**config.mk**
```make
export PLATFORM = sky130hd
export DESIGN_NAME = irq_pending_ctrl_flat
export DESIGN_NICKNAME = d
export VERILOG_FILES = /design/src/rtl/irq_pending_ctrl_if.sv /design/src/rtl/irq_pending_ctrl.sv /design/src/flat_wrapper.sv
export SDC_FILE = /design/constraint.sdc
export NUM_CORES = 1
export LEC_CHECK = 0
export CELL_PAD_IN_SITES_DETAIL_PLACEMENT = 1
export CELL_PAD_IN_SITES_GLOBAL_PLACEMENT = 1
export CORE_MARGIN = 2
export CORE_UTILIZATION = 33
export DETAILED_ROUTE_END_ITERATION = 8
export PLACE_DENSITY = 0.86
export SLEW_MARGIN = 0
export SYNTH_ARGS = -nofsm -noshare
export SYNTH_HDL_FRONTEND = slang
export SYNTH_SLANG_ARGS = --single-unit
```
**constraint.sdc**
```tcl
create_clock -name i_clk -period 1.8 [get_ports i_clk]
set_input_delay 0.36 -clock i_clk [delete_from_list [all_inputs] [get_ports i_clk]]
set_output_delay 0.36 -clock i_clk [all_outputs]
set_load 0.1 [all_outputs]
```
**src/rtl/irq_pending_ctrl_if.sv**
```systemverilog
// Valid/ack handshake that offers one serviced interrupt index to the consumer.
`timescale 1ns/1ps
interface irq_pending_ctrl_if;
   logic       irq_valid;
   logic [2:0] irq_id;
   logic       irq_ack;

   modport master (output irq_valid, output irq_id, input irq_ack);
   modport slave  (input irq_valid, input irq_id, output irq_ack);
endinterface

```
**src/rtl/irq_pending_ctrl.sv**
```systemverilog
// Pending-request latch and valid/ack front-end feeding an external 8:3 priority encoder.
// Build option EDGE_DETECT_EN: pend is set on a 0->1 req transition instead of on req level.
`timescale 1ns/1ps
module irq_pending_ctrl #(
   parameter int CNT_W   = 8,
   parameter int TIMEOUT = 15
) (
   input  logic               i_clk,
   input  logic               i_rst,
   input  logic [7:0]         i_req,
   input  logic [7:0]         i_mask,
   output logic [7:0]         o_pend,
   input  logic [2:0]         i_enc_xin,
   input  logic               i_enc_v,
   irq_pending_ctrl_if.master irq_if,
   output logic               o_timeout_err,
   output logic [CNT_W-1:0]   o_svc_cnt
);
   typedef enum logic [1:0] {IDLE, BUSY, GAP} state_t;

   localparam logic [7:0] TMO_LAST = 8'(TIMEOUT - 1);

   state_t           r_state;
   logic [7:0]       r_pend;
   logic [7:0]       r_timer;
   logic             r_valid;
   logic [2:0]       r_id;
   logic             r_terr;
   logic [CNT_W-1:0] r_svc;

   logic [7:0]       w_set;
   logic [7:0]       w_clr;
   logic             w_ack;

`ifdef EDGE_DETECT_EN
   logic [7:0] r_req_q;

   always_ff @(posedge i_clk) begin
      if (i_rst) r_req_q <= '0;
      else       r_req_q <= i_req;
   end

   assign w_set = i_req & ~r_req_q;
`else
   assign w_set = i_req;
`endif

   assign w_ack = (r_state == BUSY) && irq_if.irq_ack;
   assign w_clr = w_ack ? (8'd1 << r_id) : 8'd0;

   // Clear applied before set, so a same-cycle set on the serviced bit wins.
   always_ff @(posedge i_clk) begin
      if (i_rst) r_pend <= '0;
      else       r_pend <= (r_pend & ~w_clr) | (w_set & ~i_mask);
   end

   always_ff @(posedge i_clk) begin
      if (i_rst) begin
         r_state <= IDLE;
         r_timer <= '0;
         r_valid <= 1'b0;
         r_id    <= '0;
         r_terr  <= 1'b0;
         r_svc   <= '0;
      end else begin
         case (r_state)
            IDLE: begin
               if (i_enc_v) begin
                  r_id    <= i_enc_xin;
                  r_valid <= 1'b1;
                  r_timer <= '0;
                  r_state <= BUSY;
               end
            end
            BUSY: begin
               if (irq_if.irq_ack) begin
                  r_valid <= 1'b0;
                  r_svc   <= r_svc + 1'b1;
                  r_state <= GAP;
               end else if (r_timer == TMO_LAST) begin
                  r_valid <= 1'b0;
                  r_terr  <= 1'b1;
                  r_state <= GAP;
               end else begin
                  r_timer <= r_timer + 8'd1;
               end
            end
            GAP: begin
               // Lets the encoder settle on the post-clear pend before IDLE samples it.
               r_terr  <= 1'b0;
               r_state <= IDLE;
            end
            default: r_state <= IDLE;
         endcase
      end
   end

   assign o_pend           = r_pend;
   assign irq_if.irq_valid = r_valid;
   assign irq_if.irq_id    = r_id;
   assign o_timeout_err    = r_terr;
   assign o_svc_cnt        = r_svc;
endmodule
```
**src/flat_wrapper.sv**
```systemverilog
// flat-port wrapper written by rule: the top's interface ports become plain ports
module irq_pending_ctrl_flat 
#(
   parameter int CNT_W   = 8,
   parameter int TIMEOUT = 15
)
  (i_clk, i_rst, i_req, i_mask, o_pend, i_enc_xin, i_enc_v, o_timeout_err, o_svc_cnt, irq_if_irq_valid, irq_if_irq_id, irq_if_irq_ack);
  irq_pending_ctrl_if irq_if_i ();
  input  logic i_clk;
  input  logic i_rst;
  input  logic [7:0] i_req;
  input  logic [7:0] i_mask;
  output logic [7:0] o_pend;
  input  logic [2:0] i_enc_xin;
  input  logic i_enc_v;
  output logic o_timeout_err;
  output logic [CNT_W-1:0] o_svc_cnt;
  output wire logic [$bits(irq_if_i.irq_valid)-1:0] irq_if_irq_valid;
  output wire logic [$bits(irq_if_i.irq_id)-1:0] irq_if_irq_id;
  input wire logic [$bits(irq_if_i.irq_ack)-1:0] irq_if_irq_ack;
  assign irq_if_irq_valid = irq_if_i.irq_valid;
  assign irq_if_irq_id = irq_if_i.irq_id;
  assign irq_if_i.irq_ack = irq_if_irq_ack;
  irq_pending_ctrl #(.CNT_W(CNT_W), .TIMEOUT(TIMEOUT)) u_core (.i_clk(i_clk), .i_rst(i_rst), .i_req(i_req), .i_mask(i_mask), .o_pend(o_pend), .i_enc_xin(i_enc_xin), .i_enc_v(i_enc_v), .irq_if(irq_if_i), .o_timeout_err(o_timeout_err), .o_svc_cnt(o_svc_cnt));
endmodule
```
After elaboration in Yosys (flattened, before gate mapping) --
Index checks and enable logic that the tools add are counted.
Word-level totals: register bits after elaboration 31, input bits 23, output and inout port bits 21, logic and storage cells 49
Operators by class: add/sub/neg operators 2, eq/ne operators 8, shift operators 1, mux-type cells 16, bitwise logic cells 5, reductions and logical operators 10
Operators by type and width (count):
- 8-bit two-way mux | 4
- 8-bit by 1-bit adder with 8-bit output, second input constant | 2
- 8-bit bitwise AND | 2
- 8-bit inverter | 2
- 8-bit case mux with 2 select lines | 1
- 8-bit by 4-bit == test with 1-bit output, second input constant | 1
- 2-bit inequality test, second input constant | 4
- 8-bit OR | 1
- 1-bit by 3-bit << shifter with 8-bit output, first input constant | 1
- 2-bit two-way mux | 3
- 2-bit AND reduction | 3
- 3-bit AND reduction | 2
- 1-bit two-way mux | 5
- 1-bit case mux with 2 select lines | 2
- 2-bit case mux with 2 select lines | 1
- 4-bit AND reduction | 1
- 2-bit nonzero test | 2
- 3-bit inequality test, second input constant | 1
- 2-bit by 1-bit == test with 1-bit output, second input constant | 1
- 2-bit == test, second input constant | 1
- 2-bit logical NOT | 1
- 1-bit logical AND | 1

Longest topological paths before layout --
Gate-level depths: netlist of run 1.
word-level depth 6, depth in mapped cells 6, gate-level depth less buffers 6

Worst setup path before layout of run 1 --
Ideal clock, no wire load.
path type reg2reg, start point register u_core.r_svc[2] (netlist: u_core.o_svc_cnt[2]), end point register u_core.r_svc[7] (netlist: u_core.o_svc_cnt[7]), library setup time 0.128 ns, data arrival time 1.669 ns, required time 1.672 ns, path slack 0.004 ns, stages on the path, launching flop included 5, buffers on the path 0, period minus slack after synthesis 1.796 ns, cell sequence dfxtp_1 -> nand3_1 -> nor3_1 -> xnor2_1 -> nor2_1
On the way: longest elaborated chain between the ends 1
RTL lines:
- from (decl) | RTL line irq_pending_ctrl.sv:29 | logic [CNT_W-1:0] r_svc;
- from (signal assigned) | RTL line irq_pending_ctrl.sv:78 | r_svc <= r_svc + 1'b1;
- 8-bit by 1-bit adder with 8-bit output | RTL line irq_pending_ctrl.sv:78
No other way between the ends. A chain may end at the register's enable or synchronous reset.

Worst setup path in the final report of run 1 --
start point register u_core.r_timer[0], end point register u_core.r_timer[6]
On the way: longest elaborated chain between the ends 4, elaborated cells on any way between the ends 7, those cells by class add/sub: 1; eq/ne: 2; mux: 3; reduce/logical: 1
RTL lines:
- from (decl) | RTL line irq_pending_ctrl.sv:25 | logic [7:0] r_timer;
- from (signal assigned) | RTL line irq_pending_ctrl.sv:85 | r_timer <= r_timer + 8'd1;
- 8-bit by 1-bit adder with 8-bit output | RTL line irq_pending_ctrl.sv:85
- 8-bit two-way mux | RTL line irq_pending_ctrl.sv:80 | end else if (r_timer == TMO_LAST) begin
- 8-bit two-way mux | RTL line irq_pending_ctrl.sv:76 | if (irq_if.irq_ack) begin
- 8-bit case mux with 2 select lines | RTL line irq_pending_ctrl.sv:66 | case (r_state)
Several ways; a longest one is shown, not always the timed one. The select of a mux whose other input is x is not followed.

==> run metrics, run 1 <==
Synth top area share=43.6%; DRC=0; final wirelength=4.09 mm; Clock Power Share=38.3%; combinational power share=22.1%; Worst Hold Launch=u_core.o_pend[3]; Yosys reg bits=31; yosys warns=0; slew of the pin with the lowest slew margin=0.373 ns; H-tree lvl count=2; number of global-route vias before repair=1454; first-pass GRT wire length=7.10 mm; layout cell share with drive strength beyond 1=18.8%; CP peak stage delay=0.51 ns; Initial Utilization=34.8%; Async SR Flop Fraction=0%; Slew Viols, Final=0; worst hold path class=reg2reg; Final #Nets=243; synthesized instance count=163; largest net degree at the start of global routing=32; Max Fclk=0.595 GHz; Setup Crit Path Kind=reg2reg; Die W=69.7 um; Yosys top cell by area=dfxtp_1; CP Launch Type=flip-flop; Final Cycle Share=93.4%; CTS clk-pin slew, worst paths=0.07 ns; WP buf/inv=1; antenna-violating nets left=0; Core ar.=4090 um2; Final Critical Period=1.68 ns; total grt overflow=0; slowest CP cell=or4b_1; power per cell area=817 nW/um2; leakage power=0.853 nW; largest cells by area after synthesis=dfxtp_1 44%, a21oi_1 6.7%, nand2b_1 5.7%, o21ai_0 3.9%, nor2_1 3.4%; P_sw=0.000545 W; CTS buffer count=5; commonest non-fill, non-tap cells in the layout=31 x dfxtp_1, 22 x clkdlybuf4s50_1, 22 x buf_12; CP max FO=3; die height=69.7 um; n_diodes=0; RSZ-0062 raised after global routing=no; CTS tree=built; CP startpoint=u_core.r_timer[0]; row count=23; Max-Cap Viols=0; Flop pwr share=39.7%; CTS root buffer=clkbuf_8; Critical Path AT=1.88 ns; CP top delay family=compound AO/OA/AOI/OAI gates; Synth cell types=36; switching share of power=29.0%; Cell Chain, Critical Path=inv_1, ha_1, or4b_1, o21bai_1, a21oi_1, a211oi_1; final non-filler cell area=2300 um2; Fillers=460; Area Growth Syn to Fin=61.6%; CP endpoint kind=flip-flop; hold slack=0.515 ns; post-synthesis cell area=1420 um2; Hold Fails Final Rpt=0; Post-DP HPWL=3.11 mm; Critical Path RT=2.00 ns; GPL Wtd Cong=0.850; status=completed; Slew headroom=74.8%; latest clock arrival within the worst-skew pair=0.29 ns; final clock skew=0.00606 ns; vias post-DR=1414; Peak VDD IR=0.000426 V; commonest non-fill, non-tap cell in the layout=dfxtp_1; Mapped Nets=189; clock tree sinks=31; Max Root-Sink Buffers=2; die area=4860 um2; Design Power=0.00188 W; # setup viols final=0; Cell Count, Final, Fillers Out=268; routed length per instance=15.3 um; Seq/Total Area, Yosys=43.6%; GRT Util Overall=18.5%; number of synthesized flops with an enable pin=0; r2r startpoint=u_core.r_timer[0]; internal cell power=0.00134 W; I/O Buffers=43; initial antenna violation count=0; Post-Syn Area per Cell=8.74 um2; via/cell ratio=5.28; iteration-0 DRC count of the detailed router=69; dpl cell area=2180 um2; number of I/O pins=44; 1st-pass router iterations=4; Placed Cells incl. Taps=260; Top FF cell, synth=dfxtp_1
## power groups by stage
| stage | combinational, W | sequential (W) | clock, W |
|---|---|---|---|
| 4_1_cts | 0.000418 | 0.000746 | 0.000742 |
| 3_3_place_gp | 0.000407 | 0.000760 | 0 |
| 2_1_floorplan | 0.0000883 | 0.000893 | 0 |
| 5_1_grt | 0.000438 | 0.000749 | 0.000767 |
| 6_report | 0.000414 | 0.000746 | 0.000719 |
| 3_5_place_dp | 0.000414 | 0.000761 | 0 |
## stage by stage
| step | TNS [ns] | worst slack [ns] | util (%) |
|---|---|---|---|
| after floorplan | 0 | 0.00360 | - |
| after global placement | -0.121 | -0.0456 | 53.4 |
| after detailed placement | -0.344 | -0.0922 | 53.4 |
| after CTS | 0 | 0.119 | 56.2 |
| after global routing | 0 | 0.0218 | 56.3 |
| final | 0 | 0.119 | 56.3 |
## Yosys cell counts, drive strengths merged, types with 2 or more instances
cell type,n
dfxtp,31
a21oi,19
nand2b,15
nor2,13
nand2,11
o21ai,11
nor3,6
nand4,5
o31ai,4
a31oi,3
and3,3
clkbuf,3
ha,3
mux2i,3
or3,3
or4,3
xnor2,3
xor2,3
a211oi,2
buf,2
nand3,2
nand3b,2
o21a,2
## routing by layer
metal	GRT usage, %	share of wire (%)	vias to the layer above	wire length, um
li1	-	-	694	-
met1	21.0	42	661	1710
met2	30.2	48	50	1950
met3	8.14	8.4	9	345
met4	7.91	2.0	0	82
met5	0	0	-	0
## worst register-to-register path, stage by stage, from the launching register on
cell	delay, ns
dfxtp_1	0.31
inv_1	0.08
ha_1	0.16
or4b_1	0.51
o21bai_1	0.17
a21oi_1	0.12
a211oi_1	0.25
## logic make-up (layout without fill, tap and decap cells)
kind of cell,Yosys count,after routing,synth area share (%)
adders and majority gates,3,3,2.64
buffers and inverters,6,61,2.11
xor gates and xnor gates,6,6,3.69
muxes,3,3,2.11
AOI/OAI and AO/OA,43,43,17.1
DFF,31,31,43.6
and+or+nand+nor,71,71,28.7
## final timing paths
| check | depth (start not counted) | slack, ns | endpoint |
|---|---|---|---|
| hold reg to reg | 2 | 0.52 | u_core.o_pend[3] |
| hold / removal | 2 | 0.52 | u_core.o_pend[3] |
| setup reg to reg | 6 | 0.12 | u_core.r_timer[6] |
| setup / recovery | 6 | 0.12 | u_core.r_timer[6] |
## layout make-up
cell class                 count  area [um2]  area share (%)
timing repair buffer          52         721            31.3
sequential                    31         621            27.0
inverter                       1        3.75           0.163
tap                           50        62.6            2.72
multi-input combinational    126         776            33.7
clock buffer                   6        82.6            3.59
clock inverter                 2        35.0            1.52
## state kept, by name, indices dropped and copies added (netlist names)
name,cells
u_core.o_timeout_err,1
u_core.irq_if.irq_id,3
u_core.o_pend,8
u_core.r_state,2
u_core.irq_if.irq_valid,1
u_core.o_svc_cnt,8
u_core.r_timer,8
## timing repair
item / CTS / global route
buffers inserted: 0 / 0
hold buffers: 0 / 0
gates resized for setup: 0 / 2
setup endpoints to repair: 0 / 3
Note: power is estimated with default switching activity, not from simulation.
==> run 2: changes to the inputs <==
Settings changed: SLEW_MARGIN 0 to 10.
==> results of run 2 <==
The final DEF is identical to that of run 1; final timing and power are the same.
